## config.mk

```make
export PLATFORM = sky130hd
export DESIGN_NAME = mem_access_unit_flat
export DESIGN_NICKNAME = d
export VERILOG_FILES = /design/src/rtl/mem_access_unit_pkg.sv /design/src/rtl/mem_access_unit_if.sv /design/src/rtl/mem_timeout_counter.sv /design/src/rtl/mem_access_unit.sv /design/src/flat_wrapper.sv
export SDC_FILE = /design/constraint.sdc
export NUM_CORES = 1
export LEC_CHECK = 0
export BUFFER_PORTS_ARGS = -buffer_cell sky130_fd_sc_hd__buf_2
export CORE_AREA = 2 2 147 149
export DETAILED_ROUTE_END_ITERATION = 10
export DIE_AREA = 0 0 149 151
export GPL_TIMING_DRIVEN = 0
export PLACE_DENSITY_LB_ADDON = 0.08
export SLEW_MARGIN = 20
export SYNTH_ARGS = -nofsm -noshare
export SYNTH_HDL_FRONTEND = slang
export SYNTH_SLANG_ARGS = --single-unit
```

## constraint.sdc

```tcl
create_clock -name CLK -period 3.7 [get_ports CLK]
set_input_delay 0.74 -clock CLK [delete_from_list [all_inputs] [get_ports CLK]]
set_output_delay 0.74 -clock CLK [all_outputs]
set_load 0.01 [all_outputs]
```

## src/rtl/mem_access_unit_pkg.sv

```systemverilog
// Shared types and constants for the MEM-stage access unit: FSM encoding,
// control_mem bit positions and parameter defaults.
package mem_access_unit_pkg;

  localparam int DATA_W_DEF         = 32;
  localparam int ZERO_BIT_DEF       = 0;
  localparam int TIMEOUT_CYCLES_DEF = 16;

  localparam int CM_BRANCH = 2;
  localparam int CM_READ   = 1;
  localparam int CM_WRITE  = 0;

  typedef enum logic {
    S_IDLE = 1'b0,
    S_BUSY = 1'b1
  } state_e;

  // Word accesses only: any set low address bit is a fault.
  function automatic logic is_misaligned(input logic [1:0] addr_lsb);
    return addr_lsb != 2'b00;
  endfunction

endpackage

```

## src/rtl/mem_access_unit_if.sv

```systemverilog
// Data-memory request/response bus between the access unit (master) and
// a variable-latency data memory (slave).
interface mem_access_unit_if
  import mem_access_unit_pkg::*;
#(
  parameter int DATA_W = DATA_W_DEF
);
  logic              dmem_req;
  logic              dmem_we;
  logic [DATA_W-1:0] dmem_addr;
  logic [DATA_W-1:0] dmem_wdata;
  logic              dmem_ready;
  logic [DATA_W-1:0] dmem_rdata;

  modport master (
    output dmem_req, dmem_we, dmem_addr, dmem_wdata,
    input  dmem_ready, dmem_rdata
  );

  modport slave (
    input  dmem_req, dmem_we, dmem_addr, dmem_wdata,
    output dmem_ready, dmem_rdata
  );
endinterface

```

## src/rtl/mem_timeout_counter.sv

```systemverilog
// Watchdog for a pending data-memory access: flags a timeout on the
// TIMEOUT_CYCLES-th consecutive BUSY cycle without dmem_ready.
module mem_timeout_counter
  import mem_access_unit_pkg::*;
#(
  parameter int TIMEOUT_CYCLES = TIMEOUT_CYCLES_DEF
) (
  input  logic clk,
  input  logic rst_n,
  input  logic busy,
  input  logic ready,
  output logic timeout
);
  localparam int CNT_W = $clog2(TIMEOUT_CYCLES) + 1;

  logic [CNT_W-1:0] cnt_q, cnt_d;

  // Held at zero outside BUSY, so every access starts from a cleared count.
  always_comb begin
    cnt_d = busy ? cnt_q + CNT_W'(1) : '0;
  end

  always_ff @(posedge clk or negedge rst_n) begin
    if (!rst_n) cnt_q <= '0;
    else        cnt_q <= cnt_d;
  end

  assign timeout = busy & ~ready & (cnt_q == CNT_W'(TIMEOUT_CYCLES - 1));

endmodule

```

## src/rtl/mem_access_unit.sv

```systemverilog
// MEM-stage access unit: branch resolution, load/store handshake with a
// variable-latency data memory, upstream stall and MEM/WB registers.
// Optional watchdog and bus_error port: define MEM_TIMEOUT_EN.
module mem_access_unit
  import mem_access_unit_pkg::*;
#(
  parameter int DATA_W   = DATA_W_DEF,
  parameter int ZERO_BIT = ZERO_BIT_DEF
`ifdef MEM_TIMEOUT_EN
  , parameter int TIMEOUT_CYCLES = TIMEOUT_CYCLES_DEF
`endif
) (
  input  logic               CLK,
  input  logic               RST_N,
  input  logic [2:0]         control_mem_in,
  input  logic [1:0]         control_wb_in,
  input  logic [DATA_W-1:0]  branch_address_in,
  input  logic [7:0]         ALU_status_in,
  input  logic [DATA_W-1:0]  ALU_result_in,
  input  logic [DATA_W-1:0]  read_data_2_in,
  input  logic [DATA_W-1:0]  reg_dst_address_in,
  mem_access_unit_if.master  dmem,
  output logic               stall,
  output logic               pc_src,
  output logic [DATA_W-1:0]  branch_target,
  output logic               access_fault,
  output logic [DATA_W-1:0]  mem_read_data_out,
  output logic [DATA_W-1:0]  ALU_result_out,
  output logic [1:0]         control_wb_out,
  output logic [DATA_W-1:0]  reg_dst_address_out,
  output logic               wb_valid
`ifdef MEM_TIMEOUT_EN
  , output logic             bus_error
`endif
);
  state_e state_q, state_d;

  logic [DATA_W-1:0] lat_addr_q, lat_addr_d, lat_wdata_q, lat_wdata_d, lat_dst_q, lat_dst_d;
  logic [1:0]        lat_wb_q, lat_wb_d;
  logic              lat_we_q, lat_we_d;
  logic [DATA_W-1:0] mem_read_data_q, mem_read_data_d, alu_result_q, alu_result_d;
  logic [DATA_W-1:0] reg_dst_q, reg_dst_d;
  logic [1:0]        control_wb_q, control_wb_d;
  logic              wb_valid_q, wb_valid_d;

  logic mem_read, mem_write, access, fault, is_busy, timeout, done;
  logic status_unused;

  assign mem_read  = control_mem_in[CM_READ];
  assign mem_write = control_mem_in[CM_WRITE];
  assign access    = mem_read | mem_write;
  assign fault     = access & (is_misaligned(ALU_result_in[1:0]) | (mem_read & mem_write));
  assign is_busy   = (state_q == S_BUSY);

  // Only the zero flag takes part in branch resolution.
  assign status_unused = ^ALU_status_in;
  assign pc_src        = control_mem_in[CM_BRANCH] & ALU_status_in[ZERO_BIT];
  assign branch_target = branch_address_in;

`ifdef MEM_TIMEOUT_EN
  mem_timeout_counter #(.TIMEOUT_CYCLES(TIMEOUT_CYCLES)) u_timeout (
    .clk     (CLK),
    .rst_n   (RST_N),
    .busy    (is_busy),
    .ready   (dmem.dmem_ready),
    .timeout (timeout)
  );
  assign bus_error = timeout;
`else
  assign timeout = 1'b0;
`endif

  assign done = is_busy & (dmem.dmem_ready | timeout);

  // NOTE: sequential state uses non-blocking assignments so every flop samples
  // pre-edge values; blocking here would create order-dependent races.
  always_ff @(posedge CLK or negedge RST_N) begin
    if (!RST_N) state_q <= S_IDLE;
    else        state_q <= state_d;
  end

  always_comb begin
    state_d = state_q;
    case (state_q)
      S_IDLE: if (access && !fault) state_d = S_BUSY;
      S_BUSY: if (done)             state_d = S_IDLE;
    endcase
  end

  // NOTE: every signal gets a default at the top of the block; a path that
  // leaves one unassigned would infer a latch.
  always_comb begin
    stall           = 1'b0;
    access_fault    = 1'b0;
    lat_addr_d      = lat_addr_q;
    lat_wdata_d     = lat_wdata_q;
    lat_we_d        = lat_we_q;
    lat_wb_d        = lat_wb_q;
    lat_dst_d       = lat_dst_q;
    mem_read_data_d = mem_read_data_q;
    alu_result_d    = alu_result_q;
    reg_dst_d       = reg_dst_q;
    control_wb_d    = control_wb_q;
    wb_valid_d      = wb_valid_q;
    case (state_q)
      S_IDLE: begin
        if (access && !fault) begin
          stall        = 1'b1;
          lat_addr_d   = ALU_result_in;
          lat_wdata_d  = read_data_2_in;
          lat_we_d     = mem_write;
          lat_wb_d     = control_wb_in;
          lat_dst_d    = reg_dst_address_in;
          control_wb_d = 2'b00;
          wb_valid_d   = 1'b0;
        end else begin
          // A faulting access still retires, but with write-back disabled.
          access_fault = fault;
          alu_result_d = ALU_result_in;
          reg_dst_d    = reg_dst_address_in;
          control_wb_d = fault ? 2'b00 : control_wb_in;
          wb_valid_d   = 1'b1;
        end
      end
      S_BUSY: begin
        stall = ~done;
        if (done) begin
          if (!lat_we_q && !timeout) mem_read_data_d = dmem.dmem_rdata;
          alu_result_d = lat_addr_q;
          reg_dst_d    = lat_dst_q;
          control_wb_d = timeout ? 2'b00 : lat_wb_q;
          wb_valid_d   = 1'b1;
        end
      end
    endcase
  end

  always_ff @(posedge CLK or negedge RST_N) begin
    if (!RST_N) begin
      lat_addr_q      <= '0;
      lat_wdata_q     <= '0;
      lat_we_q        <= 1'b0;
      lat_wb_q        <= '0;
      lat_dst_q       <= '0;
      mem_read_data_q <= '0;
      alu_result_q    <= '0;
      reg_dst_q       <= '0;
      control_wb_q    <= '0;
      wb_valid_q      <= 1'b0;
    end else begin
      lat_addr_q      <= lat_addr_d;
      lat_wdata_q     <= lat_wdata_d;
      lat_we_q        <= lat_we_d;
      lat_wb_q        <= lat_wb_d;
      lat_dst_q       <= lat_dst_d;
      mem_read_data_q <= mem_read_data_d;
      alu_result_q    <= alu_result_d;
      reg_dst_q       <= reg_dst_d;
      control_wb_q    <= control_wb_d;
      wb_valid_q      <= wb_valid_d;
    end
  end

  assign dmem.dmem_req    = is_busy;
  assign dmem.dmem_we     = lat_we_q;
  assign dmem.dmem_addr   = lat_addr_q;
  assign dmem.dmem_wdata  = lat_wdata_q;

  assign mem_read_data_out   = mem_read_data_q;
  assign ALU_result_out      = alu_result_q;
  assign control_wb_out      = control_wb_q;
  assign reg_dst_address_out = reg_dst_q;
  assign wb_valid            = wb_valid_q;

endmodule

```

## src/flat_wrapper.sv

```systemverilog
// flat-port wrapper written by rule: the top's interface ports become plain ports
module mem_access_unit_flat import mem_access_unit_pkg::*;
#(
  parameter int DATA_W   = DATA_W_DEF,
  parameter int ZERO_BIT = ZERO_BIT_DEF

)
  (CLK, RST_N, control_mem_in, control_wb_in, branch_address_in, ALU_status_in, ALU_result_in, read_data_2_in, reg_dst_address_in, stall, pc_src, branch_target, access_fault, mem_read_data_out, ALU_result_out, control_wb_out, reg_dst_address_out, wb_valid, dmem_dmem_req, dmem_dmem_we, dmem_dmem_addr, dmem_dmem_wdata, dmem_dmem_ready, dmem_dmem_rdata);
  mem_access_unit_if #(.DATA_W(DATA_W)) dmem_i ();
  input  logic CLK;
  input  logic RST_N;
  input  logic [2:0] control_mem_in;
  input  logic [1:0] control_wb_in;
  input  logic [DATA_W-1:0] branch_address_in;
  input  logic [7:0] ALU_status_in;
  input  logic [DATA_W-1:0] ALU_result_in;
  input  logic [DATA_W-1:0] read_data_2_in;
  input  logic [DATA_W-1:0] reg_dst_address_in;
  output logic stall;
  output logic pc_src;
  output logic [DATA_W-1:0] branch_target;
  output logic access_fault;
  output logic [DATA_W-1:0] mem_read_data_out;
  output logic [DATA_W-1:0] ALU_result_out;
  output logic [1:0] control_wb_out;
  output logic [DATA_W-1:0] reg_dst_address_out;
  output logic wb_valid;
  output wire logic [$bits(dmem_i.dmem_req)-1:0] dmem_dmem_req;
  output wire logic [$bits(dmem_i.dmem_we)-1:0] dmem_dmem_we;
  output wire logic [$bits(dmem_i.dmem_addr)-1:0] dmem_dmem_addr;
  output wire logic [$bits(dmem_i.dmem_wdata)-1:0] dmem_dmem_wdata;
  input wire logic [$bits(dmem_i.dmem_ready)-1:0] dmem_dmem_ready;
  input wire logic [$bits(dmem_i.dmem_rdata)-1:0] dmem_dmem_rdata;
  assign dmem_dmem_req = dmem_i.dmem_req;
  assign dmem_dmem_we = dmem_i.dmem_we;
  assign dmem_dmem_addr = dmem_i.dmem_addr;
  assign dmem_dmem_wdata = dmem_i.dmem_wdata;
  assign dmem_i.dmem_ready = dmem_dmem_ready;
  assign dmem_i.dmem_rdata = dmem_dmem_rdata;
  mem_access_unit #(.DATA_W(DATA_W), .ZERO_BIT(ZERO_BIT)) u_core (.CLK(CLK), .RST_N(RST_N), .control_mem_in(control_mem_in), .control_wb_in(control_wb_in), .branch_address_in(branch_address_in), .ALU_status_in(ALU_status_in), .ALU_result_in(ALU_result_in), .read_data_2_in(read_data_2_in), .reg_dst_address_in(reg_dst_address_in), .dmem(dmem_i), .stall(stall), .pc_src(pc_src), .branch_target(branch_target), .access_fault(access_fault), .mem_read_data_out(mem_read_data_out), .ALU_result_out(ALU_result_out), .control_wb_out(control_wb_out), .reg_dst_address_out(reg_dst_address_out), .wb_valid(wb_valid));
endmodule
```

# == Yosys cells after proc, flatten, opt, wreduce, memory -nomap -nowiden ==
# Index checks and enable logic that the tools add are counted.
# op_classes
n_eq_ne,2
muxes,19
bitwise_logic,9
n_reduce_logical,6
# op_table
operator,count
$mux W32,4
$pmux W32 S2,2
$mux W1,6
$mux W2,3
$pmux W1 S2,3
$and A1 B1 Y1,4
$ne A2 B2 Y1 const B,2
$pmux W2 S2,1
$reduce_and A2 Y1,2
$not A1 Y1,3
$reduce_and A3 Y1,1
$or A1 B1 Y1,2
$reduce_bool A2 Y1,1
$logic_and A1 B1 Y1,1
$logic_not A1 Y1,1
# totals
regBits,199
in_bits,176
word_cells,47

# == Longest topological paths before layout ==
# depth
word_depth,7
ltp_mapped,7

# == Worst setup path after synthesis ==
# No wires, ideal clock.
# synth_path
kind,input port to output port
from,input ALU_result_in[1]
to,output stall
arrival_ns,1.726
required_ns,2.960
setup_slack_ns,1.234
cell_stages,5
n_path_buf,2
path_cell_list,or2_2 nor3_1 buf_2 buf_4 or2_2
# synth_between
elab_chain_cells,7
# synth_rtl
element,line_no,rtl
from (decl),flat_wrapper.sv:16,input logic [DATA_W-1:0] ALU_result_in;
$reduce_bool A2 Y1,mem_access_unit_pkg.sv:20,return addr_lsb != 2'b00;
$or A1 B1 Y1,mem_access_unit.sv:52,assign fault = access & (is_misaligned(ALU_result_in[1:0]) | (mem_read & mem_write));
$and A1 B1 Y1,mem_access_unit.sv:52,
$logic_not A1 Y1,mem_access_unit.sv:107,if (access && !fault) begin
$logic_and A1 B1 Y1,mem_access_unit.sv:107,
$mux W1,mem_access_unit.sv:107,
$pmux W1 S2,mem_access_unit.sv:105,case (state_q)
to (decl),flat_wrapper.sv:19,output logic stall;
# Every way passes these cells.

# == Worst setup path in the final report ==
# layout_path
from,register u_core.state_q (netlist: u_core.dmem.dmem_req)
to,output stall
# layout_between
elab_chain_cells,3
# layout_rtl
element,line_no,rtl
from (decl),mem_access_unit.sv:36,"state_e state_q, state_d;"
from (signal assigned),mem_access_unit.sv:79,else state_q <= state_d;
$and A1 B1 Y1,mem_access_unit.sv:73,assign done = is_busy & (dmem.dmem_ready | timeout);
$not A1 Y1,mem_access_unit.sv:126,stall = ~done;
$pmux W1 S2 (*),mem_access_unit.sv:105,
# Every way passes the cells marked *; elsewhere a longest branch is shown, timed or not.

==> flow_results.org <==
** STA
- Worst path setup slack after routing :: 411.8 ps
- Worst slack on hold paths :: 134.0 ps
- The worst path in the final design needs a cycle of 3288 ps, including I/O delays and setup.
- The final-report max-slew violation count was 0.
- For the pin with the worst max-slew slack, the measured transition is 1104 ps.
- Setup violations remaining at the end of the flow were counted as 0.
- On the final layout, the worst clock skew is 11.51 ps.
- Adding up every negative setup slack in the final design gives 0 ps.
- Hold Violations, Final :: 0
- Final clock period utilization by the worst path :: 88.87%
- Max frequency :: 0.3041 GHz
- The worst pin sits at a relative slew slack of 26.12%.
- Setup repair after global routing left no endpoint under its margin.

** Worst setup path
- STA classifies the critical path endpoint as an output port.
- Critical Path Fanout Max :: 10
- STA puts the critical path data required time at 2960 ps.
- The critical path is of the reg2out type.
- WP data arrival :: 2550 ps
- STA classifies the critical path startpoint as a flip-flop.

** Routing
- Across all layers, the routed design uses 7,118 vias.
- The detailed router finished its first iteration with 237 violations.
- The first TritonRoute pass finished after 5 iterations.
- Number of remaining DRC errors :: 0
- Ratio of routed vias to standard cells :: 5.280
- Wire length per cell after detailed routing :: 18.45 µm
- Number of nets with antenna violations after detailed routing :: 0
- After detailed routing, the total wire length is 24,870 µm.

** CTS
- In this run, post-CTS repair resized a total of 0 instances.
- Once the clock tree was built, the setup fixing pass inserted 0 buffers.
- No sink is reached through more buffers than the 2 on the longest clock path.
- H-tree level count :: 4
- Clock-pin slew was measured on the worst setup and hold paths at 80 ps.
- The clock reaches the later pin of the worst-skew pair after 440 ps.
- Sinks on Clock Net :: 199
- After clock tree synthesis, the flow added hold-fix buffers numbering 0.
- Clock tree from TritonCTS :: done
- Buffers inserted during clock tree synthesis total 17.
- Root cell of the clock tree :: clkbuf_16

** Synthesis
- The share of the Yosys chip area taken by registers is 55.69%.
- Mean instance size in the synthesized netlist :: 12.74 µm²
- Of all cell types, the one taking the most synthesized area is dfrtp_1.
- The netlist uses 24 different library cells.
- Synthesized cell area :: 8942 µm²
- The share of synthesized area in the top cell type comes to 55.69%.
- During synthesis, Yosys emitted a total of 0 warnings.
- The synthesized design contains 199 register bits.
- Cell types occupying the most area after synthesis :: dfrtp_1, mux2_2, nand4b_1, o311ai_0, a22oi_1
- Post-synthesis net count :: 878
- Synthesized netlist cell count :: 702

** Die
- For this configuration, the core starts out at a cell density of 42.95%.
- Height of the chip :: 151 µm
- Die outline area :: 22,500 µm²
- Horizontal die dimension :: 149 µm
- The total area inside the core boundary comes to 20,820 µm².
- # IOs :: 376
- Number of placement rows :: 53

** Min path
- Hold WC Path Type :: in2async

** Placement
- Once placement finished, the instance area stood at 11,030 µm².
- Detailed placement ended at an HPWL of 17,680 µm.
- Buffers on Ports :: 335
- Dpl ws :: 737.0 ps
- RePlAce Congestion :: 0.7515

** Global route
- Initial antenna violation count :: 2
- The first global-routing pass estimated 38,480 µm of wire.
- Total Routing Usage GR :: 21.84%
- The total overflow left after global routing is 0.
- Entering global routing, the biggest net connects 95 pins.
- Via count of the first global-routing pass :: 7,078

** Pwr
- For this design the static power due to leakage is 5.476 nW.
- Maximum ir drop on the vdd rail :: 0.0003025 V
- In this run the power density over the cells is 577.8 nW/µm².

** Finish
- Summing all non-filler instances in the final layout gives an area of 11,640 µm².
- Cells with a size suffix above 1 make up 51.63% of the layout.
- Total number of nets in the final design :: 1,234
- Registers take 4980 µm².
- Area growth from synthesis to layout :: 30.15%
- Summing all multi-input logic gate instances after layout gives 3196 µm².
- Filler cells :: 1,886

** Job
- Max-cap violation count :: 0

** Outcome
- The flow ran to the end, and the final reports show no timing, DRC or antenna violations.
## state kept, by name, indices dropped and copies added (netlist names)
signal	flops
u_core.ALU_result_out	32
u_core.control_wb_out	2
u_core.dmem.dmem_addr	32
u_core.dmem.dmem_req	1
u_core.dmem.dmem_wdata	32
u_core.dmem.dmem_we	1
u_core.lat_dst_q	32
u_core.lat_wb_q	2
u_core.mem_read_data_out	32
u_core.reg_dst_address_out	32
u_core.wb_valid	1
## area by class of cell
class	count	share of cell area [%]
antenna	2	0.04300
buffer	95	4.494
clock buffer	17	3.655
clock inverter	15	1.548
inverter	65	2.096
multi-input combinational	343	27.46
sequential	199	42.79
tap	275	2.956
timing repair buffer	337	14.96
## synthesized netlist by cell type, drive strengths merged
cell type / instances
nor2: 2
nor3: 2
a21oi: 4
nand2b: 1
nand2: 1
mux2: 131
o21ai: 1
buf: 53
inv: 65
xnor2: 1
clkbuf: 42
a22oi: 62
dfrtp: 199
and2: 2
nand4b: 62
xor2: 1
or2: 2
a22o: 2
a311oi: 2
mux2i: 2
nor2b: 3
o311ai: 62
## power breakdown
part           internal (W)  switching [W]
combinational      0.000883       0.000869
sequential          0.00274       0.000327
clock              0.000973       0.000933
total               0.00459        0.00213
## worst max-delay path: stages, from the launching register on
cell and delay (ps):
dfrtp_1 360, buf_2 250, buf_2 310, nor2b_1 170, buf_2 260, buf_1 430
or2_2 210, buf_2 120
## path summary, 6_finish.rpt
| kind | start | end | slack, ps | depth (start not counted) |
|---|---|---|---|---|
| min in group CLK | u_core.mem_read_data_out[4] | u_core.mem_read_data_out[4] | 500 | 1 |
| hold reg to reg | u_core.mem_read_data_out[4] | u_core.mem_read_data_out[4] | 500 | 1 |
| hold / removal | RST_N | u_core.dmem.dmem_addr[12] | 130 | 1 |
| max in group asynchronous | RST_N | u_core.dmem.dmem_we | 2860 | 2 |
| setup / recovery | u_core.dmem.dmem_req | stall | 410 | 7 |
| setup reg to reg | u_core.dmem.dmem_req | u_core.reg_dst_address_out[12] | 1440 | 7 |
## layer usage
layer,wire (µm),track usage (%)
met1,10540,28.57
met2,12210,35.88
met3,1638,5.120
met4,479,7.429
met5,0,0
## logic make-up (layout without fill, tap and decap cells)
kind of cell | Yosys count | after routing | synth area share (%)
xor gates and xnor gates | 2 | 2 | 0.1959
buffers and inverters | 160 | 529 | 8.577
and+or+nand+nor | 75 | 75 | 6.870
AOI/OAI and AO/OA | 133 | 133 | 11.95
muxes | 133 | 133 | 16.72
other | 0 | 2 | 0
DFF | 199 | 199 | 55.69
## metrics by stage
| stage | cells | util, % | power (W) |
|---|---|---|---|
| 2_1_floorplan | 702 | - | 0.004024 |
| 3_3_place_gp | 1312 | 52.65 | 0.004843 |
| 3_5_place_dp | 1314 | 52.96 | 0.004884 |
| 4_1_cts | 1346 | 55.87 | 0.006809 |
| 5_1_grt | 1347 | 55.88 | 0.007108 |
| 6_report | 1348 | 55.89 | 0.006724 |
## layout by cell type, fill, tap and decap left out, types with 2 or more instances in the layout
cell       instances
inv_1             65
mux2_2           131
nor3_1             2
a21oi_1            4
nand4b_1          62
diode_2            2
or2_2              2
nor2_1             2
nor2b_1            3
buf_1              2
clkbuf_1          42
mux2i_1            2
clkinv_4           3
inv_6              6
buf_16             2
a22oi_1           62
clkinv_8           3
dfrtp_1          199
a22o_1             2
buf_4             41
buf_2            344
clkbuf_16         17
and2_1             2
a311oi_1           2
o311ai_0          62
inv_8              2
Power figures use the tool's default switching activity.
